### src/rtl/apb_pkg.sv
// Shared types for the APB link between the requester (apb_master) and the
// memory responder. Holds the bus field widths, the FSM state encoding and
// the command struct carried on the requester's valid/ready port.
package apb_pkg;

   localparam int ADDR_W = 32;
   localparam int DATA_W = 32;
   localparam int STRB_W = DATA_W / 8;

   localparam int APB_TIMEOUT_DEFAULT = 16;

   typedef logic [ADDR_W-1:0] addr_t;
   typedef logic [DATA_W-1:0] data_t;
   typedef logic [STRB_W-1:0] strb_t;

   typedef enum logic [1:0] {
      IDLE   = 2'd0,
      SETUP  = 2'd1,
      ACCESS = 2'd2
   } apb_state_t;

   typedef struct packed {
      addr_t paddr;
      logic  pwrite;
      data_t pwdata;
   } apb_req_t;

endpackage

### src/rtl/apb_master.sv
// apb_master: requester side of the APB link.
// Takes single-beat read/write commands on a valid/ready port, runs each as
// an APB SETUP + ACCESS transfer, and reports the result as a one-cycle
// response pulse. A PREADY watchdog aborts transfers against a hung
// responder so the requester always makes forward progress.
//
// Ports:
//   pclk, preset          clock (rising edge), async active-high reset
//   req_valid/req_ready   command handshake; req carries addr/write/wdata
//   req_strb              byte strobes for writes (forced to 0 for reads)
//   rsp_valid             one-cycle completion pulse, no backpressure
//   rsp_rdata/err/timeout read data (0 for writes/timeouts), error, abort
//   psel/penable/pwrite/paddr/pwdata/pstrb   APB request outputs
//   prdata/pready/pslverr                    APB responder inputs
module apb_master
   import apb_pkg::*;
#(
   parameter int TIMEOUT_CYCLES = APB_TIMEOUT_DEFAULT
) (
   input  logic     pclk,
   input  logic     preset,
   input  logic     req_valid,
   output logic     req_ready,
   input  apb_req_t req,
   input  strb_t    req_strb,
   output logic     rsp_valid,
   output data_t    rsp_rdata,
   output logic     rsp_err,
   output logic     rsp_timeout,
   output logic     psel,
   output logic     penable,
   output logic     pwrite,
   output addr_t    paddr,
   output data_t    pwdata,
   output strb_t    pstrb,
   input  data_t    prdata,
   input  logic     pready,
   input  logic     pslverr
);

   localparam int CNT_W = (TIMEOUT_CYCLES > 0) ? $clog2(TIMEOUT_CYCLES + 1) : 1;
   localparam logic [CNT_W-1:0] CNT_MAX = '1;

   apb_state_t       state_q, state_d;
   logic [CNT_W-1:0] cnt_q, cnt_d;
   addr_t            paddr_q, paddr_d;
   logic             pwrite_q, pwrite_d;
   data_t            pwdata_q, pwdata_d;
   strb_t            pstrb_q, pstrb_d;
   logic             rspValid_q, rspValid_d;
   data_t            rspRdata_q, rspRdata_d;
   logic             rspErr_q, rspErr_d;
   logic             rspTimeout_q, rspTimeout_d;
   logic             waitExpired;

   // The watchdog fires on the ACCESS cycle whose wait would bring the
   // counter up to the limit, so the bus sees exactly TIMEOUT_CYCLES
   // ACCESS cycles before psel drops. pready in that same cycle still wins.
   assign waitExpired = (TIMEOUT_CYCLES > 0) && (int'(cnt_q) + 1 >= TIMEOUT_CYCLES);

   // Next-state and response logic. A command can be taken either from IDLE
   // or in the completing ACCESS cycle (req_ready follows pready there),
   // which lets back-to-back transfers skip IDLE and keep psel high.
   always_comb begin
      state_d      = state_q;
      cnt_d        = cnt_q;
      paddr_d      = paddr_q;
      pwrite_d     = pwrite_q;
      pwdata_d     = pwdata_q;
      pstrb_d      = pstrb_q;
      rspValid_d   = 1'b0;
      rspRdata_d   = rspRdata_q;
      rspErr_d     = rspErr_q;
      rspTimeout_d = rspTimeout_q;
      req_ready    = 1'b0;

      unique case (state_q)
         IDLE: begin
            req_ready = 1'b1;
         end
         SETUP: begin
            state_d = ACCESS;
         end
         ACCESS: begin
            req_ready = pready;
            if (pready) begin
               state_d      = IDLE;
               rspValid_d   = 1'b1;
               rspErr_d     = pslverr;
               rspTimeout_d = 1'b0;
               rspRdata_d   = pwrite_q ? '0 : prdata;
            end else begin
               if (cnt_q != CNT_MAX) begin
                  cnt_d = cnt_q + 1'b1;
               end
               if (waitExpired) begin
                  state_d      = IDLE;
                  rspValid_d   = 1'b1;
                  rspErr_d     = 1'b1;
                  rspTimeout_d = 1'b1;
                  rspRdata_d   = '0;
               end
            end
         end
         default: begin
            state_d = IDLE;
         end
      endcase

      if (req_valid && req_ready) begin
         state_d  = SETUP;
         cnt_d    = '0;
         paddr_d  = req.paddr;
         pwrite_d = req.pwrite;
         pwdata_d = req.pwdata;
         pstrb_d  = req.pwrite ? req_strb : '0;
      end
   end

   // State, captured command and response registers. Reset clears
   // everything so an in-flight transfer is simply dropped.
   always_ff @(posedge pclk or posedge preset) begin
      if (preset) begin
         state_q      <= IDLE;
         cnt_q        <= '0;
         paddr_q      <= '0;
         pwrite_q     <= 1'b0;
         pwdata_q     <= '0;
         pstrb_q      <= '0;
         rspValid_q   <= 1'b0;
         rspRdata_q   <= '0;
         rspErr_q     <= 1'b0;
         rspTimeout_q <= 1'b0;
      end else begin
         state_q      <= state_d;
         cnt_q        <= cnt_d;
         paddr_q      <= paddr_d;
         pwrite_q     <= pwrite_d;
         pwdata_q     <= pwdata_d;
         pstrb_q      <= pstrb_d;
         rspValid_q   <= rspValid_d;
         rspRdata_q   <= rspRdata_d;
         rspErr_q     <= rspErr_d;
         rspTimeout_q <= rspTimeout_d;
      end
   end

   // APB control decodes straight from the state flop, so reset pulls
   // psel/penable low immediately without waiting for a clock edge.
   assign psel        = (state_q != IDLE);
   assign penable     = (state_q == ACCESS);
   assign pwrite      = pwrite_q;
   assign paddr       = paddr_q;
   assign pwdata      = pwdata_q;
   assign pstrb       = pstrb_q;
   assign rsp_valid   = rspValid_q;
   assign rsp_rdata   = rspRdata_q;
   assign rsp_err     = rspErr_q;
   assign rsp_timeout = rspTimeout_q;

endmodule
### config.mk
export PLATFORM = sky130hd
export DESIGN_NAME = apb_master
export DESIGN_NICKNAME = d
export VERILOG_FILES = /design/src/rtl/apb_pkg.sv /design/src/rtl/apb_master.sv
export SDC_FILE = /design/constraint.sdc
export NUM_CORES = 1
export LEC_CHECK = 0
export ABC_CLOCK_PERIOD_IN_PS = 6270
export BUFFER_PORTS_ARGS = -buffer_cell sky130_fd_sc_hd__buf_2
export CAP_MARGIN = 10
export CORE_MARGIN = 1
export CORE_UTILIZATION = 51
export CTS_CLUSTER_DIAMETER = 40
export DETAILED_ROUTE_END_ITERATION = 6
export PLACE_DENSITY_LB_ADDON = 0.2
export SETUP_SLACK_MARGIN = 0.1
export SYNTH_ARGS = -nofsm -noshare
export SYNTH_HDL_FRONTEND = slang
export SYNTH_SLANG_ARGS = --single-unit
### constraint.sdc
create_clock -name pclk -period 6.27 [get_ports pclk]
set_input_delay 1.881 -clock pclk [delete_from_list [all_inputs] [get_ports pclk]]
set_output_delay 1.881 -clock pclk [all_outputs]
set_load 0.1 [all_outputs]
# Word level (Yosys, flattened, before mapping)
# Cells that the tools add are included.
# Widths: inputs -> output; s select.
[classes]
add_sub_neg = 2
order_cmp = 1
eq_ne = 6
muxes = 19
reduce_logical = 9
[op_table]
columns = ["op", "count"]
rows = [
  ["$mux 32", 3],
  ["$mux 5", 4],
  ["$reduce_bool 2->1", 4],
  ["$add 5x1->6 const B", 1],
  ["$ge 6x5->1 const B", 1],
  ["$mux 1", 6],
  ["$mux 2", 3],
  ["$pmux 2 s3", 1],
  ["$add 5x1->5 const B", 1],
  ["$ne 5x5->1 const B", 1],
  ["$mux 4", 1],
  ["$ne 4x1->1 const B", 1],
  ["$reduce_and 2->1", 2],
  ["$reduce_and 3->1", 1],
  ["$eq 2x1->1 const B", 1],
  ["$eq 2x2->1 const B", 1],
  ["$logic_not 2->1", 1],
  ["$ne 2x1->1 const B", 1],
  ["$ne 2x2->1 const B", 1],
  ["$pmux 1 s2", 1],
  ["$logic_and 1x1->1", 1],
]
[totals]
regBits = 111
output_inout_bits = 107

# Logic depth before layout (Yosys ltp)
[logic_depth]
ltp_word = 6
depth_mapped = 7
mapped_depth_nobuf = 6

# Least setup slack after synthesis
# OpenSTA, ideal clock, no wires.
[synth_timing]
kind = "input to output"
start = "input port pready"
end = "output port req_ready"
arrival_time_ns = 3.359
t_required_ns = 4.389
setup_slack_ns = 1.030
stages = 3
cell_sequence = "nor2b_4 -> clkbuf_1 -> nor2_1"
[synth_via]
elab_chain_cells = 1
[synth_lines]
columns = ["item", "line_no", "rtl"]
rows = [
  ["from (decl)", "apb_master.sv:37", "input logic pready,"],
  ["$pmux 1 s2", "apb_master.sv:77", "unique case (state_q)"],
  ["to (decl)", "apb_master.sv:23", "output logic req_ready,"],
]
# No other way between the ends.

# Worst setup path after layout
# Ends and elaborated chain as after synthesis.

==> summary.txt <==
Status
  – Status: finished, violations left
  – Failing checks: DRC

Clocking
  – CTS tree: done
  – CTS sink count: 111
  – Worst-Skew Late Latency: 350 ps
  – Clock buffer depth: 2
  – Setup bufs post-CTS: 0
  – Root buf cell: clkbuf_8
  – H-tree Lvls: 3
  – TritonCTS Buffers: 9
  – CTS resizes: 0
  – Hold buffer count at CTS: 0
  – CTS clk-pin slew, worst paths: 100 ps

Placement
  – DP HPWL: 7660 µm
  – Gpl congestion: 0.769
  – Number of port buffers: 212

Logic synthesis
  – Yosys cell types: 33
  – Post-synth EDFFs: 0
  – Synth Warn #: 0
  – Post-synthesis xor/xnor area fraction: 0%
  – Post-synthesis adder-cell area fraction: 0.530%
  – Area contributors post-synth: dfrtp_1 59%, mux2_4 9.5%, mux2_2 8.3%
  – Multiplexer share of the synthesized area: 18.3%
  – Syn Inst Count: 353
  – Post-Syn Area: 0.00472 mm²
  – Top cell type's share of synthesized area: 58.8%
  – Syn avg cell area: 13.4 µm²
  – Simple-gate share of the synthesized area: 6.23%
  – Yosys reg bits: 111
  – Post-synth top area cell: dfrtp_1
  – Compound-Gate Fraction of Synth Area: 12.9%
  – Combinational family with the most area after synthesis: multiplexers
  – Seq/Total Area, Yosys: 58.8%
  – FFs w/ async S/R, synth: 100%
  – Syn Nets: 461
  – Top_reg_cell synth: dfrtp_1

Floorplanning
  – Rows: 34
  – CORE AREA: 0.00885 mm²
  – DIE HEIGHT: 98.2 µm
  – I/O pins: 213
  – Die Wd: 98.2 µm
  – Initial Util: 53.4%
  – Die area: 0.00965 mm²

Detailed routing
  – Vias: 3579
  – Final antenna-violating net count: 0
  – Starting DRT DRC Count: 127
  – Avg Vias per Cell: 5.35
  – WL/cell: 16.3 µm
  – Drc violations: 10
  – DRT Wirelength: 10900 µm
  – Drt pass-1 iters: 7

Critical path
  – Worst r2r src: state_q[0]
  – Worst setup path startpoint: pready
  – WP data arrival: 2690 ps
  – CP Capture Type: output port
  – Type of the worst setup path: input port to output port
  – WP data required: 4390 ps
  – CP max FO: 14
  – CP startpoint kind: input port

Layout
  – Antenna diodes: 0
  – Commonest cells after routing, fill and taps aside: 212 x buf_2, 111 x dfrtp_1, 41 x nand2_1, 35 x mux2_2
  – Area Overhead vs Synth: 27.1%
  – Leading cell type in the layout, fill and taps excluded: buf_2
  – Share of post-route cells with drive strength above 1: 54.9%
  – FILL cells: 691
  – Nets: 664

STA
  – Max Slew Vio Count: 0
  – RSZ-0062 raised after global routing: false
  – Fmax achieved: 0.219 GHz
  – Worst Max-Slew Pin Slew: 1050 ps
  – Slew HR: 29.8%
  – Max Clock Skew: 5.96 ps
  – Final hold viol count: 0
  – Period minus WS final: 4570 ps
  – Crit share post-route: 72.9%
  – Finish-stage setup viols: 0
  – Setup TNS: 0 ps

Global route
  – Initial antenna violation count: 0
  – Remaining global-route overflow: 0
  – Gr usage total: 23.0%
  – Vias in the first global route: 3574
  – Largest net degree at the start of global routing: 67
  – Global-route wire length before repair: 17700 µm

Hold path
  – Hold crit path type: flip-flop to flip-flop
  – Hold Path Origin: paddr[19]

Run
  – Max Cap Viol: 0
cell usage after synthesis (2+ instances only):
cell and instances:
a21oi_1 2, a22oi_1 32, buf_2 8, buf_6 4, clkbuf_1 14, dfrtp_1 111, ha_1 2, inv_1 4
mux2_2 35, mux2_4 30, mux2i_1 2, nand2_1 41, nand4_1 2, nor2_1 3, o211ai_1 32, o21ai_0 10
o31ai_1 5
area by class of cell:
| type | instances | area, µm² | area share, % |
|---|---|---|---|
| Clock buffer | 9 | 124 | 2.06 |
| Tap cell | 108 | 135 | 2.25 |
| Clock inverter | 7 | 47.5 | 0.792 |
| Sequential cell | 111 | 2780 | 46.3 |
| Timing Repair Buffer | 218 | 1110 | 18.4 |
| Multi-Input combinational cell | 212 | 1790 | 29.9 |
| Inverter | 4 | 17.5 | 0.292 |
path summary, 6_finish.rpt:
check	end	slack [ps]	cells past startpoint
setup reg to reg	paddr[21]	3760	4
setup / recovery	req_ready	1700	4
hold / removal	paddr[19]	510	1
hold reg to reg	paddr[19]	510	1
max in group asynchronous	pstrb[1]	3500	3
min in group asynchronous	pwdata[7]	1670	2
registers in the layout (all words and copies together), names as in the netlist:
register     cells
rsp_rdata       32
pstrb            4
rsp_timeout      1
pwrite           1
rsp_valid        1
rsp_err          1
pwdata          32
paddr           32
cnt_q            5
state_q          2
metrics by stage:
step	hold slack, ps	instances	util (%)	worst slack [ps]	instance area, µm²
finish	509	669	67.8	1700	6000
global route	529	669	67.8	1650	6000
CTS	514	669	67.8	1700	6000
detailed placement	490	653	65.9	1710	5830
global placement	485	653	65.9	1710	5830
floorplan	468	353	-	1030	4720
cells by family after synthesis:
| group | count (synthesis) |
|---|---|
| AOI/OAI and AO/OA | 85 |
| adders and majority gates | 2 |
| buffers and inverters | 30 |
| DFF | 111 |
| muxes | 67 |
| and+or+nand+nor | 58 |
per-layer routing:
| metal | GRT usage (%) | up-vias | wire length (µm) |
|---|---|---|---|
| met2 | 37.2 | 152 | 5240 |
| li1 | - | 1692 | - |
| met1 | 30.7 | 1727 | 4720 |
| met4 | 6.66 | 0 | 96 |
| met5 | 0 | - | 0 |
| met3 | 6.16 | 8 | 828 |
worst max-delay path, cell delays in order:
cell and delay, ps:
buf_2 160, nor2b_4 290, nor2_1 60, buf_2 300
Power is left out: the tool's default activity adds up to more than one toggle a clock period on the data nets, which glitch-free logic cannot reach.
